### config.mk
export PLATFORM = sky130hd
export DESIGN_NAME = param_datapath_flat
export DESIGN_NICKNAME = d
export VERILOG_FILES = /design/src/rtl/param_datapath_if.sv /design/src/rtl/param_datapath.sv /design/src/flat_wrapper.sv
export SDC_FILE = /design/constraint.sdc
export NUM_CORES = 1
export LEC_CHECK = 0
export BUFFER_PORTS_ARGS = -buffer_cell sky130_fd_sc_hd__clkbuf_2
export CAP_MARGIN = 20
export CORE_MARGIN = 5
export CORE_UTILIZATION = 54
export CTS_BUF_LIST = sky130_fd_sc_hd__clkbuf_16
export CTS_CLUSTER_DIAMETER = 40
export CTS_CLUSTER_SIZE = 20
export DETAILED_ROUTE_END_ITERATION = 7
export HOLD_SLACK_MARGIN = 0.02
export PLACE_DENSITY = 0.78
export SYNTH_ARGS = -nofsm -noshare
export SYNTH_HDL_FRONTEND = slang
export SYNTH_SLANG_ARGS = --single-unit
### constraint.sdc
create_clock -name clk -period 3.2 [get_ports clk]
set_input_delay 0.16 -clock clk [delete_from_list [all_inputs] [get_ports clk]]
set_output_delay 0.16 -clock clk [all_outputs]
set_load 0.03 [all_outputs]
### src/rtl/param_datapath_if.sv
// ---------------------------------------------------------------------------
// param_datapath_if
//  Control-word handshake bundle between the microprogram sequencer (master)
//  and param_datapath (slave).
//  Signals:
//   cw_valid   master -> slave   control word valid
//   cw_ready   slave  -> master  datapath accepts the word this cycle
//   ctrl_word  master -> slave   {d_addr,a_addr,b_addr,mb,fsel[3:0],md,we}
//   const_in   master -> slave   constant operand (mb=1 selects it for B)
//   data_in    master -> slave   external load data (md=1 writes it)
// ---------------------------------------------------------------------------
interface param_datapath_if #(
  parameter int DATA_W   = 8,
  parameter int NUM_REGS = 8
);
  localparam int ADDR_W = $clog2(NUM_REGS);
  localparam int CW_W   = 3 * ADDR_W + 7;

  logic              cw_valid;
  logic              cw_ready;
  logic [CW_W-1:0]   ctrl_word;
  logic [DATA_W-1:0] const_in;
  logic [DATA_W-1:0] data_in;

  modport master (
    output cw_valid, ctrl_word, const_in, data_in,
    input  cw_ready
  );

  modport slave (
    input  cw_valid, ctrl_word, const_in, data_in,
    output cw_ready
  );
endinterface

### src/rtl/param_datapath.sv
// ---------------------------------------------------------------------------
// param_datapath
//  Two-stage (EX -> WB) datapath: NUM_REGS x DATA_W register file, operand
//  muxes, 16-op function unit, registered Z/N/C/V flags and a shift-add
//  multiplier that takes DATA_W cycles.
//  Build option: define DP_FORWARD_EN to bypass WB data into EX on a
//  read-after-write hazard; without it the word is held off (cw_ready=0) for
//  one cycle while the WB write lands.
//  Ports:
//   clk            rising-edge clock
//   rst            synchronous active-high reset
//   bus            param_datapath_if.slave (cw_valid/cw_ready/ctrl_word/
//                  const_in/data_in)
//   flag_z/n/c/v   registered zero/negative/carry/overflow
//   busy           multiply in progress
//   reg_flat       R[i] at [i*DATA_W +: DATA_W]
// ---------------------------------------------------------------------------
module param_datapath #(
  parameter int DATA_W   = 8,
  parameter int NUM_REGS = 8
) (
  input  logic                       clk,
  input  logic                       rst,
  param_datapath_if.slave            bus,
  output logic                       flag_z,
  output logic                       flag_n,
  output logic                       flag_c,
  output logic                       flag_v,
  output logic                       busy,
  output logic [NUM_REGS*DATA_W-1:0] reg_flat
);
  localparam int ADDR_W = $clog2(NUM_REGS);
  localparam int CNT_W  = $clog2(DATA_W + 1);
  localparam int MSB    = DATA_W - 1;

  typedef enum logic [0:0] {S_IDLE = 1'b0, S_MUL = 1'b1} state_t;

  state_t              state;
  logic [DATA_W-1:0]   rf [NUM_REGS];

  // WB stage
  logic                wb_valid;
  logic                wb_we;
  logic [ADDR_W-1:0]   wb_addr;
  logic [DATA_W-1:0]   wb_data;

  // Multiplier state
  logic [2*DATA_W-1:0] mul_mcand;
  logic [DATA_W-1:0]   mul_mplier;
  logic [2*DATA_W-1:0] mul_prod;
  logic [2*DATA_W-1:0] prod_next;
  logic [CNT_W-1:0]    mul_cnt;
  logic [ADDR_W-1:0]   mul_addr;
  logic                mul_we;

  // Control word fields
  logic                we;
  logic                md;
  logic [3:0]          fsel;
  logic                mb;
  logic [ADDR_W-1:0]   b_addr;
  logic [ADDR_W-1:0]   a_addr;
  logic [ADDR_W-1:0]   d_addr;

  logic                a_hit;
  logic                b_hit;
  logic                stall;
  logic                ready;
  logic                accept;
  logic                is_mul;
  logic [DATA_W-1:0]   a_op;
  logic [DATA_W-1:0]   b_op;
  logic [DATA_W-1:0]   y;
  logic                cin;
  logic [DATA_W:0]     sum;
  logic [DATA_W-1:0]   res;
  logic                c_out;
  logic                v_out;
  logic [DATA_W-1:0]   d_val;

  assign we     = bus.ctrl_word[0];
  assign md     = bus.ctrl_word[1];
  assign fsel   = bus.ctrl_word[5:2];
  assign mb     = bus.ctrl_word[6];
  assign b_addr = bus.ctrl_word[7 +: ADDR_W];
  assign a_addr = bus.ctrl_word[7 + ADDR_W +: ADDR_W];
  assign d_addr = bus.ctrl_word[7 + 2*ADDR_W +: ADDR_W];

  // Operand fetch; a pending WB write to a read address is either bypassed or interlocked.
  always_comb begin
    a_hit = wb_valid & wb_we & (wb_addr == a_addr);
    b_hit = wb_valid & wb_we & ~mb & (wb_addr == b_addr);
`ifdef DP_FORWARD_EN
    stall = 1'b0;
    a_op  = a_hit ? wb_data : rf[a_addr];
    if (mb) begin
      b_op = bus.const_in;
    end else if (b_hit) begin
      b_op = wb_data;
    end else begin
      b_op = rf[b_addr];
    end
`else
    stall = bus.cw_valid & (a_hit | b_hit);
    a_op  = rf[a_addr];
    b_op  = mb ? bus.const_in : rf[b_addr];
`endif
  end

  assign ready        = ~rst & (state == S_IDLE) & ~stall;
  assign bus.cw_ready = ready;
  assign accept       = bus.cw_valid & ready;
  assign is_mul       = (fsel == 4'hF) & ~md;

  // Function unit: all add/sub forms share one DATA_W+1 adder as A + y + cin.
  always_comb begin
    y     = '0;
    cin   = 1'b0;
    res   = '0;
    c_out = 1'b0;
    v_out = 1'b0;
    case (fsel)
      4'h1:    begin y = '0;    cin = 1'b1; end
      4'h2:    begin y = b_op;  cin = 1'b0; end
      4'h3:    begin y = b_op;  cin = 1'b1; end
      4'h4:    begin y = ~b_op; cin = 1'b0; end
      4'h5:    begin y = ~b_op; cin = 1'b1; end
      4'h6:    begin y = '1;    cin = 1'b0; end
      default: begin y = '0;    cin = 1'b0; end
    endcase
    sum = {1'b0, a_op} + {1'b0, y} + {{DATA_W{1'b0}}, cin};
    case (fsel)
      4'h1, 4'h2, 4'h3, 4'h4, 4'h5, 4'h6: begin
        res   = sum[MSB:0];
        c_out = sum[DATA_W];
        // Signed overflow: operands agree in sign but the result does not.
        v_out = (a_op[MSB] == y[MSB]) & (sum[MSB] != a_op[MSB]);
      end
      4'h0, 4'h7: res = a_op;
      4'h8:       res = a_op & b_op;
      4'h9:       res = a_op | b_op;
      4'hA:       res = a_op ^ b_op;
      4'hB:       res = ~a_op;
      4'hC:       res = b_op;
      4'hD: begin
        res   = {1'b0, b_op[MSB:1]};
        c_out = b_op[0];
      end
      4'hE: begin
        res   = {b_op[MSB-1:0], 1'b0};
        c_out = b_op[MSB];
      end
      default:    res = '0;  // multiply result comes from the FSM
    endcase
  end

  assign d_val     = md ? bus.data_in : res;
  assign prod_next = mul_prod + (mul_mplier[0] ? mul_mcand : {(2*DATA_W){1'b0}});

  // Control FSM, WB stage latch, flag register and shift-add multiplier.
  always_ff @(posedge clk) begin
    if (rst) begin
      state      <= S_IDLE;
      busy       <= 1'b0;
      wb_valid   <= 1'b0;
      wb_we      <= 1'b0;
      wb_addr    <= '0;
      wb_data    <= '0;
      flag_z     <= 1'b0;
      flag_n     <= 1'b0;
      flag_c     <= 1'b0;
      flag_v     <= 1'b0;
      mul_mcand  <= '0;
      mul_mplier <= '0;
      mul_prod   <= '0;
      mul_cnt    <= '0;
      mul_addr   <= '0;
      mul_we     <= 1'b0;
    end else begin
      wb_valid <= 1'b0;
      case (state)
        S_IDLE: begin
          if (accept) begin
            if (is_mul) begin
              // Operands are frozen here; the RF may change underneath.
              state      <= S_MUL;
              busy       <= 1'b1;
              mul_mcand  <= {{DATA_W{1'b0}}, a_op};
              mul_mplier <= b_op;
              mul_prod   <= '0;
              mul_cnt    <= '0;
              mul_addr   <= d_addr;
              mul_we     <= we;
            end else begin
              wb_valid <= 1'b1;
              wb_we    <= we;
              wb_addr  <= d_addr;
              wb_data  <= d_val;
              if (!md) begin
                flag_z <= (res == '0);
                flag_n <= res[MSB];
                flag_c <= c_out;
                flag_v <= v_out;
              end
            end
          end
        end
        S_MUL: begin
          mul_prod   <= prod_next;
          mul_mcand  <= {mul_mcand[2*DATA_W-2:0], 1'b0};
          mul_mplier <= {1'b0, mul_mplier[MSB:1]};
          mul_cnt    <= mul_cnt + CNT_W'(1);
          if (mul_cnt == CNT_W'(DATA_W - 1)) begin
            state    <= S_IDLE;
            busy     <= 1'b0;
            wb_valid <= 1'b1;
            wb_we    <= mul_we;
            wb_addr  <= mul_addr;
            wb_data  <= prod_next[MSB:0];
            flag_z   <= (prod_next[MSB:0] == '0);
            flag_n   <= prod_next[MSB];
            flag_c   <= |prod_next[2*DATA_W-1:DATA_W];
            flag_v   <= 1'b0;
          end
        end
        default: begin
          state <= S_IDLE;
          busy  <= 1'b0;
        end
      endcase
    end
  end

  // Register file write port, fed only by the WB stage.
  always_ff @(posedge clk) begin
    if (rst) begin
      for (int i = 0; i < NUM_REGS; i++) begin
        rf[i] <= '0;
      end
    end else if (wb_valid && wb_we) begin
      rf[wb_addr] <= wb_data;
    end
  end

  // Flatten the register file for display/debug.
  always_comb begin
    reg_flat = '0;
    for (int i = 0; i < NUM_REGS; i++) begin
      reg_flat[i*DATA_W +: DATA_W] = rf[i];
    end
  end
endmodule

### src/flat_wrapper.sv
// flat-port wrapper written by rule: the top's interface ports become plain ports
module param_datapath_flat 
#(
  parameter int DATA_W   = 8,
  parameter int NUM_REGS = 8
)
  (clk, rst, flag_z, flag_n, flag_c, flag_v, busy, reg_flat, bus_cw_valid, bus_ctrl_word, bus_const_in, bus_data_in, bus_cw_ready);
  param_datapath_if #(.DATA_W(DATA_W), .NUM_REGS(NUM_REGS)) bus_i ();
  input  logic clk;
  input  logic rst;
  output logic flag_z;
  output logic flag_n;
  output logic flag_c;
  output logic flag_v;
  output logic busy;
  output logic [NUM_REGS*DATA_W-1:0] reg_flat;
  input wire logic [$bits(bus_i.cw_valid)-1:0] bus_cw_valid;
  input wire logic [$bits(bus_i.ctrl_word)-1:0] bus_ctrl_word;
  input wire logic [$bits(bus_i.const_in)-1:0] bus_const_in;
  input wire logic [$bits(bus_i.data_in)-1:0] bus_data_in;
  output wire logic [$bits(bus_i.cw_ready)-1:0] bus_cw_ready;
  assign bus_i.cw_valid = bus_cw_valid;
  assign bus_i.ctrl_word = bus_ctrl_word;
  assign bus_i.const_in = bus_const_in;
  assign bus_i.data_in = bus_data_in;
  assign bus_cw_ready = bus_i.cw_ready;
  param_datapath #(.DATA_W(DATA_W), .NUM_REGS(NUM_REGS)) u_core (.clk(clk), .rst(rst), .bus(bus_i), .flag_z(flag_z), .flag_n(flag_n), .flag_c(flag_c), .flag_v(flag_v), .busy(busy), .reg_flat(reg_flat));
endmodule
== After elaboration in Yosys (flattened, before gate mapping) ==
Memory sizes are Yosys's and may differ from the RTL's.
Index checks and enable logic that the tools add are counted.

* Add/subtract/negate cells: 4
* Multiply operators: 0
* Div/mod/pow operators: 0
* $lt $le $gt $ge: 0
* Eq/ne operators: 25
* Shifts and indexed selects: 0
* Mux-type cells: 71
* Bitwise gates (word level): 21
* Reductions and logical operators: 16

{| class="wikitable"
|+ Operators by type and width
! kind !! count
|-
| two-way mux 16 bit || 5
|-
| case mux 8 bit (9 select lines) || 1
|-
| two-way mux 8 bit || 8
|-
| case mux 16 bit (2 select lines) || 2
|-
| two-way mux 1 bit || 35
|-
| equality test 4 bit, second input constant || 8
|-
| case mux 8 bit (2 select lines) || 2
|-
| case mux 8 bit (3 select lines) || 1
|-
| equality test 4 x 3 -> 1 bit, second input constant || 5
|-
| adder 16 bit || 1
|-
| zero test 8 bit || 2
|-
| inverter 8 bit || 2
|-
| case mux 1 bit (2 select lines) || 8
|-
| OR reduction 8 bit || 2
|-
| two-way mux 3 bit || 4
|-
| bitwise AND 1 bit || 10
|-
| adder 8 x 8 -> 9 bit || 1
|-
| adder 9 x 1 -> 9 bit || 1
|-
| AND reduction 3 bit || 3
|-
| bitwise AND 8 bit || 1
|-
| equality test 4 x 2 -> 1 bit, second input constant || 2
|-
| two-way mux 4 bit || 2
|-
| OR 8 bit || 1
|-
| case mux 4 bit (2 select lines) || 1
|-
| other kinds (19) || 29
|}

* Bits in registers: 67
* Latch bits: 0
* Bits in writable memories: 64
* ROM bits: 0
* Input bits: 35
* Output and inout port bits: 70
* Word-level logic and storage cells: 154
* Memories kept: 1

{| class="wikitable"
|+ Memory list
! name !! depth !! bits a word !! rd ports !! clocked after Yosys merged registers in !! write ports !! line !! RTL
|-
| u_core.rf || 8 || 8 || 10 || 0 || 8 || param_datapath.sv:39 || <nowiki>logic [DATA_W-1:0] rf [NUM_REGS];</nowiki>
|}

== Logic depth before layout (Yosys ltp) ==
An unclocked memory read counts as a cell.

* Depth in word-level cells: 13
* Mapped depth: 19

== Worst setup path before layout ==
No wires, ideal clock.

* Path kind: register -> register
* Start point: mem u_core.rf[6][3]
* End point: reg u_core.flag_z
* Library setup time: 0.116 ns
* Arrival: 3.649 ns
* Data required time: 3.084 ns
* Setup slack: -0.565 ns
* Stages on the path, launching flop included: 16
* Path buffers: 0
* Clock period less this slack: 3.765 ns
* Cell sequence: edfxtp_1 -> mux4_2 -> mux2_2 -> mux2_2 -> inv_1 -> nor2_1 -> nor3_1 -> ha_1 -> and2_1 -> a221oi_1 -> a21boi_0 -> o31ai_1 -> a2111oi_4 -> o2111ai_1 -> and4b_1 -> a41o_1

{| class="wikitable"
|+ RTL lines
! item !! line !! RTL
|-
| start, declared || param_datapath.sv:39 ||
|-
| end signal, assigned || param_datapath.sv:200 || <nowiki>flag_z <= (res == '0);</nowiki>
|-
| end signal, assigned || param_datapath.sv:220 || <nowiki>flag_z <= (prod_next[MSB:0] == '0);</nowiki>
|-
| end, declared || param_datapath.sv:25 || <nowiki>output logic flag_z,</nowiki>
|}

==> summary.txt <==
DR pass1 iterations = 6
Worst R2R Path Depth = 15
share of post-route cells with drive strength above 1 = 33.1%
IO buf count = 104
final setup fails = 11
Relative slew margins = 53.3%
hold violation total from the final report = 0
Setup Skew = 0.0157 ns
antenna cells = 0
Skew-Pair Late Insertion Delay = 0.43 ns
routed wire length = 28.4 mm
worst path arrival time = 3.99 ns
synthesized area = 0.00862 mm^2
DRT iter0 DRCs = 943
Mapped Cells = 895
fmax = 0.277 GHz
CP endpoint kind = flip-flop
synth top area cells = edfxtp_1 22%, dfxtp_1 16%, and2_1 6.1%
Max IR drop VDD = 0.367 mV
CTS buffer count = 17
min cycle time layout = 3.62 ns
post-DR vias/cell = 5.95
Critical Path RT = 3.58 ns
HPWL after detailed placement = 21.4 mm
setup TNS = -3.05 ns
synth unique cells = 79
nets@finish = 1202
Worst Hold Class = input port to flip-flop
Final Power = 4580 uW
RSZ-0062 raised after global routing = true
CTS tree = yes
vias after detailed routing = 8050
CTS root buffer = clkbuf_16
R2R Path End = u_core.flag_z$_SDFFE_PP0P_
asr flop ratio synth = 0%
Setup CP Type = flip-flop to flip-flop
vias in the first global route = 7818
# IOs = 105
worst reg2reg startpoint = u_core.rf[7][1]$_SDFFCE_PN0P_
CTS sink count = 131
mean routed wirelength per cell = 21.0 um
Pleak = 0.00494 uW
H-tree levels = 4
GR Util All Layers = 31.3%
Util after Layout = 70.8%
PD cells = 410 mW/mm^2
Crit path largest cell delay = 0.50 ns
first-pass GRT wire length = 43.9 mm
Residual DRC = 0
failing checks = setup timing
post-synth top area cell = edfxtp_1
GRT overflow = 0
Cell Rows = 46
Final Max Slew Viols = 0
Yosys warnings = 0
r2r setup slk = -0.42 ns
worst path cell trace = mux4_2 -> mux2_2 -> mux2i_4 -> mux2i_1 -> or2_2 -> inv_1 -> ha_1 -> a21oi_4 -> nand3b_1 -> and3b_1 -> o31ai_2 -> a2111oi_4 -> o2111ai_1 -> and4b_1 -> a41o_1
Clk pin slew, worst setup/hold paths = 0.07 ns
max_cap viols = 0
Worst Setup EP = u_core.flag_z$_SDFFE_PP0P_
Core ar. = 0.0158 mm^2
status = complete, but fails checks
fill count = 1259
DIE AREA = 0.0186 mm^2
Synthesized Nets = 972
origin of the worst setup path = u_core.rf[7][1]$_SDFFCE_PN0P_
Critical Path Stages = 15
worst-path fanout max = 3
most common cell after layout, fill and taps aside = buf_4
Tightest Pin Transition = 0.698 ns
crit start category = flip-flop
DIE HEIGHT = 136 um
DP Worst Slack = -0.481 ns
register area share after synthesis = 37.9%
WP buf/inv = 1
most frequent cells in the layout = 151 x buf_4, 104 x clkbuf_2, 83 x and2_1
Critical-path top delay cell = mux4_2
Yosys top cell area share = 22.3%
Top FF cell, synth = dfxtp_1
routability cong. = 1.04
Initial Util = 54.6%
Die Wd = 136 um
antenna violations before repair = 0
#FFs+latches synth = 131
Post-synth EDFFs = 64
final worst slack = -0.416 ns
syn avg cell area = 9.63 um^2
CTS Buffer Depth = 2
family with the most delay on the worst path = multiplexers
largest net degree at the start of global routing = 62
crit share post-route = 113%
Area Overhead vs Synth = 29.6%
Routed Antenna Nets = 0
==> logic make-up (layout without fill, tap and decap cells) <==
kind of cell               Yosys count  count (layout)  synth area share (%)
muxes                               72              72                  12.8
and+or+nand+nor                    324             324                  19.2
DFF                                131             131                  37.9
buffers and inverters               83             326                  4.11
xor gates and xnor gates            26              26                  2.64
adders and majority gates           42              42                  6.36
AOI/OAI and AO/OA                  217             217                  17.0
==> power breakdown <==
part	total (uW)	switching [uW]	internal (uW)	leakage, uW
clock	1740	760	975	0.000241
combinational	990	547	443	0.00350
sequential	1860	57.5	1800	0.00120
==> synth_stat cells (5+ instances only) <==
master	number
mux2_2	9
nand3_1	10
o21ai_0	34
a21o_1	5
o31ai_1	5
a22oi_1	23
xnor2_1	14
clkbuf_1	37
mux4_1	5
nor2b_1	5
nand2_1	63
xor2_1	12
and2_1	84
inv_1	28
o211ai_1	6
a21oi_1	76
a211oi_1	10
or2_2	10
mux2i_1	34
dfxtp_1	67
ha_1	39
a31oi_1	6
nor2_1	82
nand2b_1	11
nor3_1	12
nor4_1	6
and3_1	22
mux4_2	22
edfxtp_1	64
==> worst min path at each step <==
stage | cells past startpoint | start | slack (ns) | end
2_1_floorplan | 2 | bus_ctrl_word[13] | 0.30 | u_core.mul_addr[0]$_SDFFE_PP0P_
3_3_place_gp | 3 | bus_ctrl_word[0] | 0.40 | u_core.mul_we$_SDFFE_PP0P_
3_5_place_dp | 3 | bus_ctrl_word[14] | 0.41 | u_core.mul_addr[1]$_SDFFE_PP0P_
4_1_cts | 3 | bus_data_in[7] | 0.04 | u_core.wb_data[7]$_SDFFE_PP0P_
5_1_grt | 3 | bus_data_in[7] | 0.09 | u_core.wb_data[7]$_SDFFE_PP0P_
6_report | 3 | bus_data_in[7] | 0.06 | u_core.wb_data[7]$_SDFFE_PP0P_
==> layer usage <==
metal / vias to the layer above / track usage [%] / routed length (um)
met5: - / 0 / 0
met4: 0 / 12.3 / 1050
met2: 391 / 46.7 / 12500
li1: 3748 / - / -
met3: 67 / 8.81 / 2770
met1: 3844 / 43.2 / 12000
==> worst reg2reg max path: stages (launching register included) <==
cell,delay (ns)
edfxtp_1,0.42
mux4_2,0.50
mux2_2,0.33
mux2i_4,0.16
mux2i_1,0.08
or2_2,0.29
inv_1,0.06
ha_1,0.26
a21oi_4,0.17
nand3b_1,0.17
and3b_1,0.19
o31ai_2,0.08
a2111oi_4,0.24
o2111ai_1,0.17
and4b_1,0.28
a41o_1,0.17
==> through the flow <==
step,hold slack (ns),cell area [um^2],instances
2_1_floorplan,0.300,8700,895
3_3_place_gp,0.403,10400,1309
3_5_place_dp,0.409,10400,1309
4_1_cts,0.0402,11000,1350
5_1_grt,0.0891,11200,1354
6_report,0.0646,11200,1354
==> repair_timing <==
item / in CTS / in global routing
hold buffers: 4 / 0
pin swaps: 20 / 19
buffers inserted: 6 / 5
endpoints found under the setup margin: 11 / 13
gates cloned: 0 / 0
endpoints found under the hold margin: 4 / 0
gates resized for setup: 13 / 20
==> registers in the layout (all words and copies together), names as in the netlist, 3 cells and up <==
name               count
u_core.wb_addr         3
u_core.rf             64
u_core.mul_mcand      16
u_core.mul_addr        3
u_core.wb_data         8
u_core.mul_cnt         4
u_core.mul_mplier      8
u_core.mul_prod       16
==> layout make-up <==
class / count / area, um^2 / share of cell area (%)
tap: 216 / 270 / 2.42
timing repair buffer: 263 / 1760 / 15.7
inverter: 31 / 116 / 1.04
clock inverter: 15 / 93.8 / 0.841
clock buffer: 17 / 425 / 3.81
sequential: 131 / 3260 / 29.2
multi-input combinational: 681 / 5240 / 46.9
Power figures use the tool's default switching activity.
